**src/rtl/coproc_pkg.sv**
```systemverilog
// Shared matrix-coprocessor constants and lane addressing helpers.
//   ELEM_W : width of one signed element / scalar
//   N_ELEM : elements per packed row vector
//   VEC_W  : packed row vector width
package coproc_pkg;

    localparam int unsigned ELEM_W = 8;
    localparam int unsigned N_ELEM = 5;
    localparam int unsigned VEC_W  = N_ELEM * ELEM_W;
    localparam int unsigned PROD_W = 2 * ELEM_W;

    // Element 0 sits in the most significant lane of the packed vector.
    function automatic int unsigned lane_lsb(input int unsigned idx);
        return (N_ELEM - 1 - idx) * ELEM_W;
    endfunction

endpackage : coproc_pkg

```
**src/rtl/mult_lane.sv**
```systemverilog
// One signed lane multiplier: ELEM_W x ELEM_W signed, wrapped to ELEM_W bits.
//   a      : signed element
//   b      : signed scalar
//   prod_c : low ELEM_W bits of the full product (combinational)
//   ovf_c  : full product does not fit in ELEM_W signed bits (combinational)
module mult_lane
    import coproc_pkg::*;
(
    input  logic [ELEM_W-1:0] a,
    input  logic [ELEM_W-1:0] b,
    output logic [ELEM_W-1:0] prod_c,
    output logic              ovf_c
);

    logic signed [PROD_W-1:0] a_ext;
    logic signed [PROD_W-1:0] b_ext;
    logic signed [PROD_W-1:0] full;
    logic        [ELEM_W:0]   top_bits;

    // Sign-extend both operands so the PROD_W-bit product is exact.
    assign a_ext = {{ELEM_W{a[ELEM_W-1]}}, a};
    assign b_ext = {{ELEM_W{b[ELEM_W-1]}}, b};
    assign full  = a_ext * b_ext;

    assign prod_c = full[ELEM_W-1:0];

    // Product fits only if every bit from the result sign bit upward agrees.
    assign top_bits = full[PROD_W-1:ELEM_W-1];
    assign ovf_c    = !((&top_bits) || !(|top_bits));

endmodule : mult_lane

```
**src/rtl/mult_mi.sv**
```systemverilog
// Matrix-row by scalar multiply: N_ELEM parallel signed lanes, wrapped
// products and a combined overflow flag, registered with 1-cycle latency.
//   clk       : system clock
//   rst       : asynchronous active-low reset
//   in_valid  : capture m_1 / n this cycle
//   m_1       : packed signed row, element 0 in the top lane
//   n         : signed scalar
//   m_out     : packed wrapped products, same lane order as m_1
//   ovf       : any lane product left the signed ELEM_W range
//   out_valid : m_out / ovf were refreshed on the last edge
module mult_mi
    import coproc_pkg::*;
(
    input  logic              clk,
    input  logic              rst,
    input  logic              in_valid,
    input  logic [VEC_W-1:0]  m_1,
    input  logic [ELEM_W-1:0] n,
    output logic [VEC_W-1:0]  m_out,
    output logic              ovf,
    output logic              out_valid
);

    logic [VEC_W-1:0]  prod_vec;
    logic [N_ELEM-1:0] lane_ovf;

    logic [VEC_W-1:0]  m_out_d,     m_out_q;
    logic              ovf_d,       ovf_q;
    logic              out_valid_d, out_valid_q;

    // Parallel lane multipliers.
    for (genvar i = 0; i < N_ELEM; i++) begin : g_lane
        localparam int unsigned LSB = lane_lsb(i);
        mult_lane u_lane (
            .a      (m_1[LSB +: ELEM_W]),
            .b      (n),
            .prod_c (prod_vec[LSB +: ELEM_W]),
            .ovf_c  (lane_ovf[i])
        );
    end

    // Next-state: load on in_valid, otherwise hold data and drop valid.
    always_comb begin
        m_out_d     = m_out_q;
        ovf_d       = ovf_q;
        out_valid_d = 1'b0;
        if (in_valid) begin
            m_out_d     = prod_vec;
            ovf_d       = |lane_ovf;
            out_valid_d = 1'b1;
        end
    end

    always_ff @(posedge clk or negedge rst) begin
        if (!rst) begin
            m_out_q     <= '0;
            ovf_q       <= 1'b0;
            out_valid_q <= 1'b0;
        end else begin
            m_out_q     <= m_out_d;
            ovf_q       <= ovf_d;
            out_valid_q <= out_valid_d;
        end
    end

    assign m_out     = m_out_q;
    assign ovf       = ovf_q;
    assign out_valid = out_valid_q;

endmodule : mult_mi

```
**config.mk**
```make
export PLATFORM = sky130hd
export DESIGN_NAME = mult_mi
export DESIGN_NICKNAME = d
export VERILOG_FILES = /design/src/rtl/coproc_pkg.sv /design/src/rtl/mult_lane.sv /design/src/rtl/mult_mi.sv
export SDC_FILE = /design/constraint.sdc
export NUM_CORES = 1
export LEC_CHECK = 0
export CORE_ASPECT_RATIO = 0.5
export CORE_MARGIN = 2
export CORE_UTILIZATION = 30
export CTS_CLUSTER_DIAMETER = 120
export DETAILED_ROUTE_END_ITERATION = 7
export PLACE_DENSITY = 0.42
export SYNTH_ARGS = -nofsm -noshare
export SYNTH_HDL_FRONTEND = slang
export SYNTH_SLANG_ARGS = --single-unit
```
**constraint.sdc**
```tcl
create_clock -name clk -period 1.3 [get_ports clk]
set_input_delay 0.13 -clock clk [delete_from_list [all_inputs] [get_ports clk]]
set_output_delay 0.13 -clock clk [all_outputs]
set_load 0.005 [all_outputs]
```
==> metrics, run 1 <==
Max Clk Rate 210 MHz; Synth Instances 1515; post-DR wirelength/cell 15.6 um; largest net degree at the start of global routing 37; synthesized flop and latch total 42; Syn Area/Cell 9.17 um^2; synthesized net count 1986; CP Capture Type register; CP Class in2reg; Final setup viols 31; Die X 308 um; setup_tns -41520 ps; TritonCTS buffer count 5; number of flops mapped to enable cells by yosys 0; Total GRT Usage 17.1%; Fillers 4390; CP max FO 5; cell area after layout 0.0205 mm^2; CTS tree done; sequential area share after synthesis 7.57%; minimum clock period 4750 ps; status finished with violations; Layout Nets 2366; Hold Slack 180 ps; sequential cell area 0.00105 mm^2; DRC viols 0; # clock sinks 42; VDD IR max 979 uV; vias in the first global route 12700; Synth cell types 54; H-tree levels 2; max-cap check violation count 0; skew final 0 ps; Rows 55; clock buffer depth 2; Die Y 156 um; CP required 1480 ps; LEAKAGE 9.53 nW; Simple-Gate Fraction of Synth Area 16.0%; max-slew violations 0; main combinational cell family by area after synthesis adder cells; clock latency on the worst-skew pair 310 ps; Area Growth Syn to Fin 47.9%; async set-reset flop share out of synthesis 100%; area of the multi-input gates 0.0132 mm^2; area leader, netlist fa_1; initial core utilization 30.6%; first-pass GRT wire length 65.1 mm; core box area 0.0454 mm^2; Least-Margin Pin Slew 517 ps; Via density 4.51; Hold Vio Cnt, Final 0; overall via count from detail_route 11300; Warnings, synthesis 0; Post-DP HPWL 31.4 mm; Yosys top cell area share 39.6%; Worst-path clk slew 80 ps; initial antenna violation count 3; Ports 93; CP Launch Type primary input; GR Overflow Total 0; max_slew headroom 65.5%; fraction of synthesized area in multiplexers 2.76%; 1st-pass router iterations 5; Cell Area, Synth 0.0139 mm^2; synthesized-area fraction occupied by adder cells 52.7%; R2R setup slack 420 ps; die area 0.0481 mm^2; period utilization 366%; HP Class in2async; synth top area cells fa_1 (40%), ha_1 (13%), inv_1 (9.8%); fraction of final layout cells with drive strength greater than 1 37.5%; RD Place Congestion 0.821; Main synth FF type dfrtp_1; Port Buf Inserts 92; placed cell count 2409; RSZ-0062 raised after global routing true; final WL 38.9 mm; power per cell area 1840 mW/mm^2; fin cells 2496; drt initial violations 491; critical path arrival 4940 ps; DP Area 0.0182 mm^2; Post-Place Worst Slack -4340 ps; antenna-violating nets left 0; final worst setup slack -3450 ps; fraction of the mapped netlist area in compound gates 5.23%; Synth Area in XOR/XNOR 4.92%; violated checks setup timing; root buf cell clkbuf_16
## synthesized netlist by cell type (3+ instances only)
cell type and n:
nand2b_1 40, nand2_1 166, o211ai_1 9, mux2_2 30, and3_1 3, clkbuf_1 35
fa_1 275, o21ai_0 20, or3_1 4, ha_1 145, inv_1 362, a21oi_1 30
mux2i_1 3, xnor2_1 62, nor2_1 17, and2_1 129, nor3_1 20, nand3_1 20
o2111ai_1 8, a21o_1 8, nor4_1 8, dfrtp_1 42, o21bai_1 6, a31oi_1 8
nand4_1 11, nor4b_1 3, xor2_1 16
## metal layers
layer / global-route usage (%) / wire length (um)
met1: 23.2 / 18000
met2: 30.4 / 19600
met3: 1.70 / 1040
met4: 2.25 / 295
met5: 0 / 0
## timing repair
item / CTS / global route
setup endpoints to repair: 74 / 36
cloned: 5 / 0
pin swaps: 132 / 114
endpoints found under the hold margin: 42 / 0
setup buffers: 59 / 25
hold buffers: 1 / 0
resized for setup: 453 / 136
## area by class of cell
type	count	share of cell area, %
Multi-Input combinational cell	1073	64.3
Timing Repair Buffer	410	19.3
Inverter	363	6.72
Sequential cell	42	5.12
Tap cell	598	3.64
Clock buffer	5	0.609
Clock inverter	3	0.335
Antenna cell	2	0.0244
## stage by stage
| step | power [mW] | utilization [%] |
|---|---|---|
| floorplan | 21.4 | - |
| global placement | 30.9 | 40.1 |
| detailed placement | 31.4 | 40.1 |
| CTS | 36.3 | 43.8 |
| global route | 42.1 | 45.2 |
| finish | 37.8 | 45.2 |
## placed cells by master, fill, tap and decap left out, types with 19 or more instances in the layout
master,n
inv_2,51
fa_1,254
nand2b_1,35
o21ai_0,19
and2_4,55
buf_12,26
ha_1,63
a21oi_1,21
buf_4,213
fa_2,21
and2_1,74
dfrtp_1,42
mux2_4,23
xnor2_1,54
dlygate4sd2_1,44
buf_8,20
nand2_1,137
buf_6,67
ha_4,75
inv_1,309
buf_2,19
## worst paths after layout
kind / endpoint / start / depth (start not counted)
setup / recovery: ovf / n[2] / 20
hold / removal: m_out[15] / rst / 2
setup reg to reg: m_out[21] / m_out[21] / 2
hold reg to reg: m_out[25] / m_out[25] / 1
max in group asynchronous: m_out[25] / rst / 3
min in group clk: m_out[23] / in_valid / 3
## worst max-delay path, cell delays in order
cell and delay, ps:
buf_12 110, buf_8 130, and2_4 130, fa_1 520
inv_1 60, fa_1 550, fa_1 430, fa_1 500
inv_1 60, ha_4 230, buf_4 140, a21o_1 150
nand2_1 80, o211ai_1 110, xor2_1 190, nor4_2 300
nand3_1 140, or4_4 570, a2111oi_4 290, a21oi_1 100
## power by group
part	leakage [nW]	switching [mW]	total, mW	internal, mW
logic	8.94	16.3	34.0	17.7
registers	0.498	0.226	1.99	1.76
clock network	0.0940	0.686	1.80	1.11
total	9.53	17.2	37.8	20.6
## registers in the layout, summed over array words and instances (netlist names)
name       count
ovf            1
out_valid      1
m_out         40
## cells by family after synthesis
family / count (synthesis)
XOR/XNOR: 78
AO/OA/AOI/OAI: 108
flip-flops: 42
AND/OR/NAND/NOR: 433
multiplexers: 34
buffers and inverters: 400
adder cells (fa/ha/maj): 420
Power figures use the tool's default switching activity.
==> run 2, diff against run 1 <==
--- a/config.mk
+++ b/config.mk
@@ -5,6 +5,7 @@
 export SDC_FILE = /design/constraint.sdc
 export NUM_CORES = 1
 export LEC_CHECK = 0
+export ABC_AREA = 0
 export CORE_ASPECT_RATIO = 0.5
 export CORE_MARGIN = 2
 export CORE_UTILIZATION = 30
==> results of run 2 <==
Same layout as run 1: the final DEF is identical, and so are final timing and power.
==> run 3, diff against run 2 <==
==> constraint.sdc (replaced) <==
create_clock -name clk -period 1.3 [get_ports clk]
set_input_delay 0.26 -clock clk [delete_from_list [all_inputs] [get_ports clk]]
set_output_delay 0.26 -clock clk [all_outputs]
set_load 0.005 [all_outputs]
==> run 3 against run 2 <==
Net effect:
- the flow still finishes with violations (setup timing)
- fmax fell by 3.4%
- total power rose by 2.3%
- setup slack got worse by 170 ps
- die area did not move
- non-clock buffer count did not move
- critical path type unchanged
==> metrics, run 3 (synthesized netlist as in run 1, its figures left out) <==
status finished with violations; violated checks setup timing; Worst-path clk slew 80 ps; Rows 55; vias in the first global route 12700; DP Area 0.0182 mm^2; cell area after layout 0.0205 mm^2; Ports 93; setup_tns -45720 ps; fin cells 2495; Die X 308 um; Total GRT Usage 17.1%; Die Y 156 um; DRC viols 0; period utilization 379%; max FFs per register 40; CP max FO 5; GR Overflow Total 0; final WL 39.1 mm; 1st-pass router iterations 5; commonest cells after routing, fill and taps aside inv_1 (303), fa_1 (252), buf_4 (230), nand2_1 (138), ha_4 (86); overall via count from detail_route 11300; initial antenna violation count 0; CP required 1480 ps; root buf cell clkbuf_16; Layout Nets 2366; VDD IR max 1040 uV; max-slew violations 0; final worst setup slack -3620 ps; Via density 4.54; die area 0.0481 mm^2; fraction of final layout cells with drive strength greater than 1 38.8%; first-pass GRT wire length 65.0 mm; CP Class in2reg; Hold Vio Cnt, Final 0; minimum clock period 4920 ps; initial core utilization 30.6%; skew final 0 ps; TritonCTS buffer count 5; drt initial violations 453; RD Place Congestion 0.818; HP Class in2reg; Post-DP HPWL 31.3 mm; H-tree levels 2; Area Growth Syn to Fin 47.9%; largest net degree at the start of global routing 31; Port Buf Inserts 92; Post-Place Worst Slack -4480 ps; power per cell area 1880 mW/mm^2; Max Clk Rate 203 MHz; antenna-violating nets left 0; RSZ-0062 raised after global routing true; placed cell count 2414; CP Capture Type register; critical path arrival 5100 ps; Post-Route Utilization 45.2%; post-DR wirelength/cell 15.7 um; LEAKAGE 9.41 nW; clock latency on the worst-skew pair 310 ps; max-cap check violation count 0; Least-Margin Pin Slew 410 ps; CP Launch Type primary input; commonest non-fill, non-tap cell in the layout inv_1; Final setup viols 32; clock buffer depth 2; CTS tree done; max_slew headroom 72.6%; # clock sinks 42; core box area 0.0454 mm^2
-- run 3: cell count changes in the layout (fill, tap and decap cells not counted), sizes merged --
cell	delta
buf	-12
bufinv	-2
clkbuf	+4
clkdlybuf4s15	+6
clkinvlp	+1
diode	-1
dlygate4sd2	+6
dlymetal6s2s	-4
inv	+1
-- run 3: path summary, 6_finish.rpt --
path	slack [ps]	end	depth (start not counted)	from
max in group asynchronous	480	m_out[7]	3	rst
worst min-delay path	380	out_valid	2	in_valid
worst max-delay path	-3620	ovf	20	n[3]
worst min register to register	500	m_out[37]	1	m_out[37]
min in group asynchronous	500	ovf	3	rst
worst max register to register	430	m_out[6]	2	m_out[6]
-- run 3: layout make-up --
cell class	count	area [um^2]
Multi-Input combinational cell	1073	13400
Tap cell	598	748
Clock inverter	3	25.0
Inverter	363	1370
Fill cell	4444	24900
Sequential cell	42	1050
Clock buffer	5	125
Antenna cell	1	2.50
Timing Repair Buffer	410	3820
-- run 3: through the flow --
stage	hold slack (ps)	total power, mW
floorplan	-35.6	21.4
global placement	275	30.9
detailed placement	283	31.2
CTS	368	35.9
global route	401	43.0
finish	375	38.7
-- run 3: where the power goes --
group,internal (mW),total [mW],switching [mW]
sequential,1.76,1.97,0.212
combinational,18.3,35.3,17.0
clock,0.727,1.42,0.696
-- run 3: routing by layer --
layer | vias to the layer above | wire length, um | track usage [%] | share of wire (%)
li1 | 5382 | - | - | -
met1 | 5769 | 17600 | 22.8 | 45
met2 | 146 | 19500 | 29.8 | 50
met3 | 25 | 1420 | 2.74 | 3.6
met4 | 0 | 533 | 2.93 | 1.4
met5 | - | 0 | 0 | 0
-- run 3: repair_timing --
item                                    4_1_cts  5_1_grt
endpoints found under the setup margin       78       33
gates resized for setup                     402      158
hold endpoints to repair                     42        0
buffers inserted                             59       23
gates cloned                                  4        0
pin swaps                                   140      136
hold buffers                                  1        0
-- run 3: critical path, stage by stage --
cell and delay, ps:
buf_12 110, buf_12 140, buf_12 130, and2_4 140
fa_1 530, inv_1 60, fa_1 550, fa_1 430
fa_1 490, inv_1 40, ha_2 180, nor3_2 260
o2111ai_4 170, a31oi_4 180, o21bai_1 90, xnor2_1 140
or4_1 480, mux2_4 330, a2111oi_4 280, a21oi_1 110
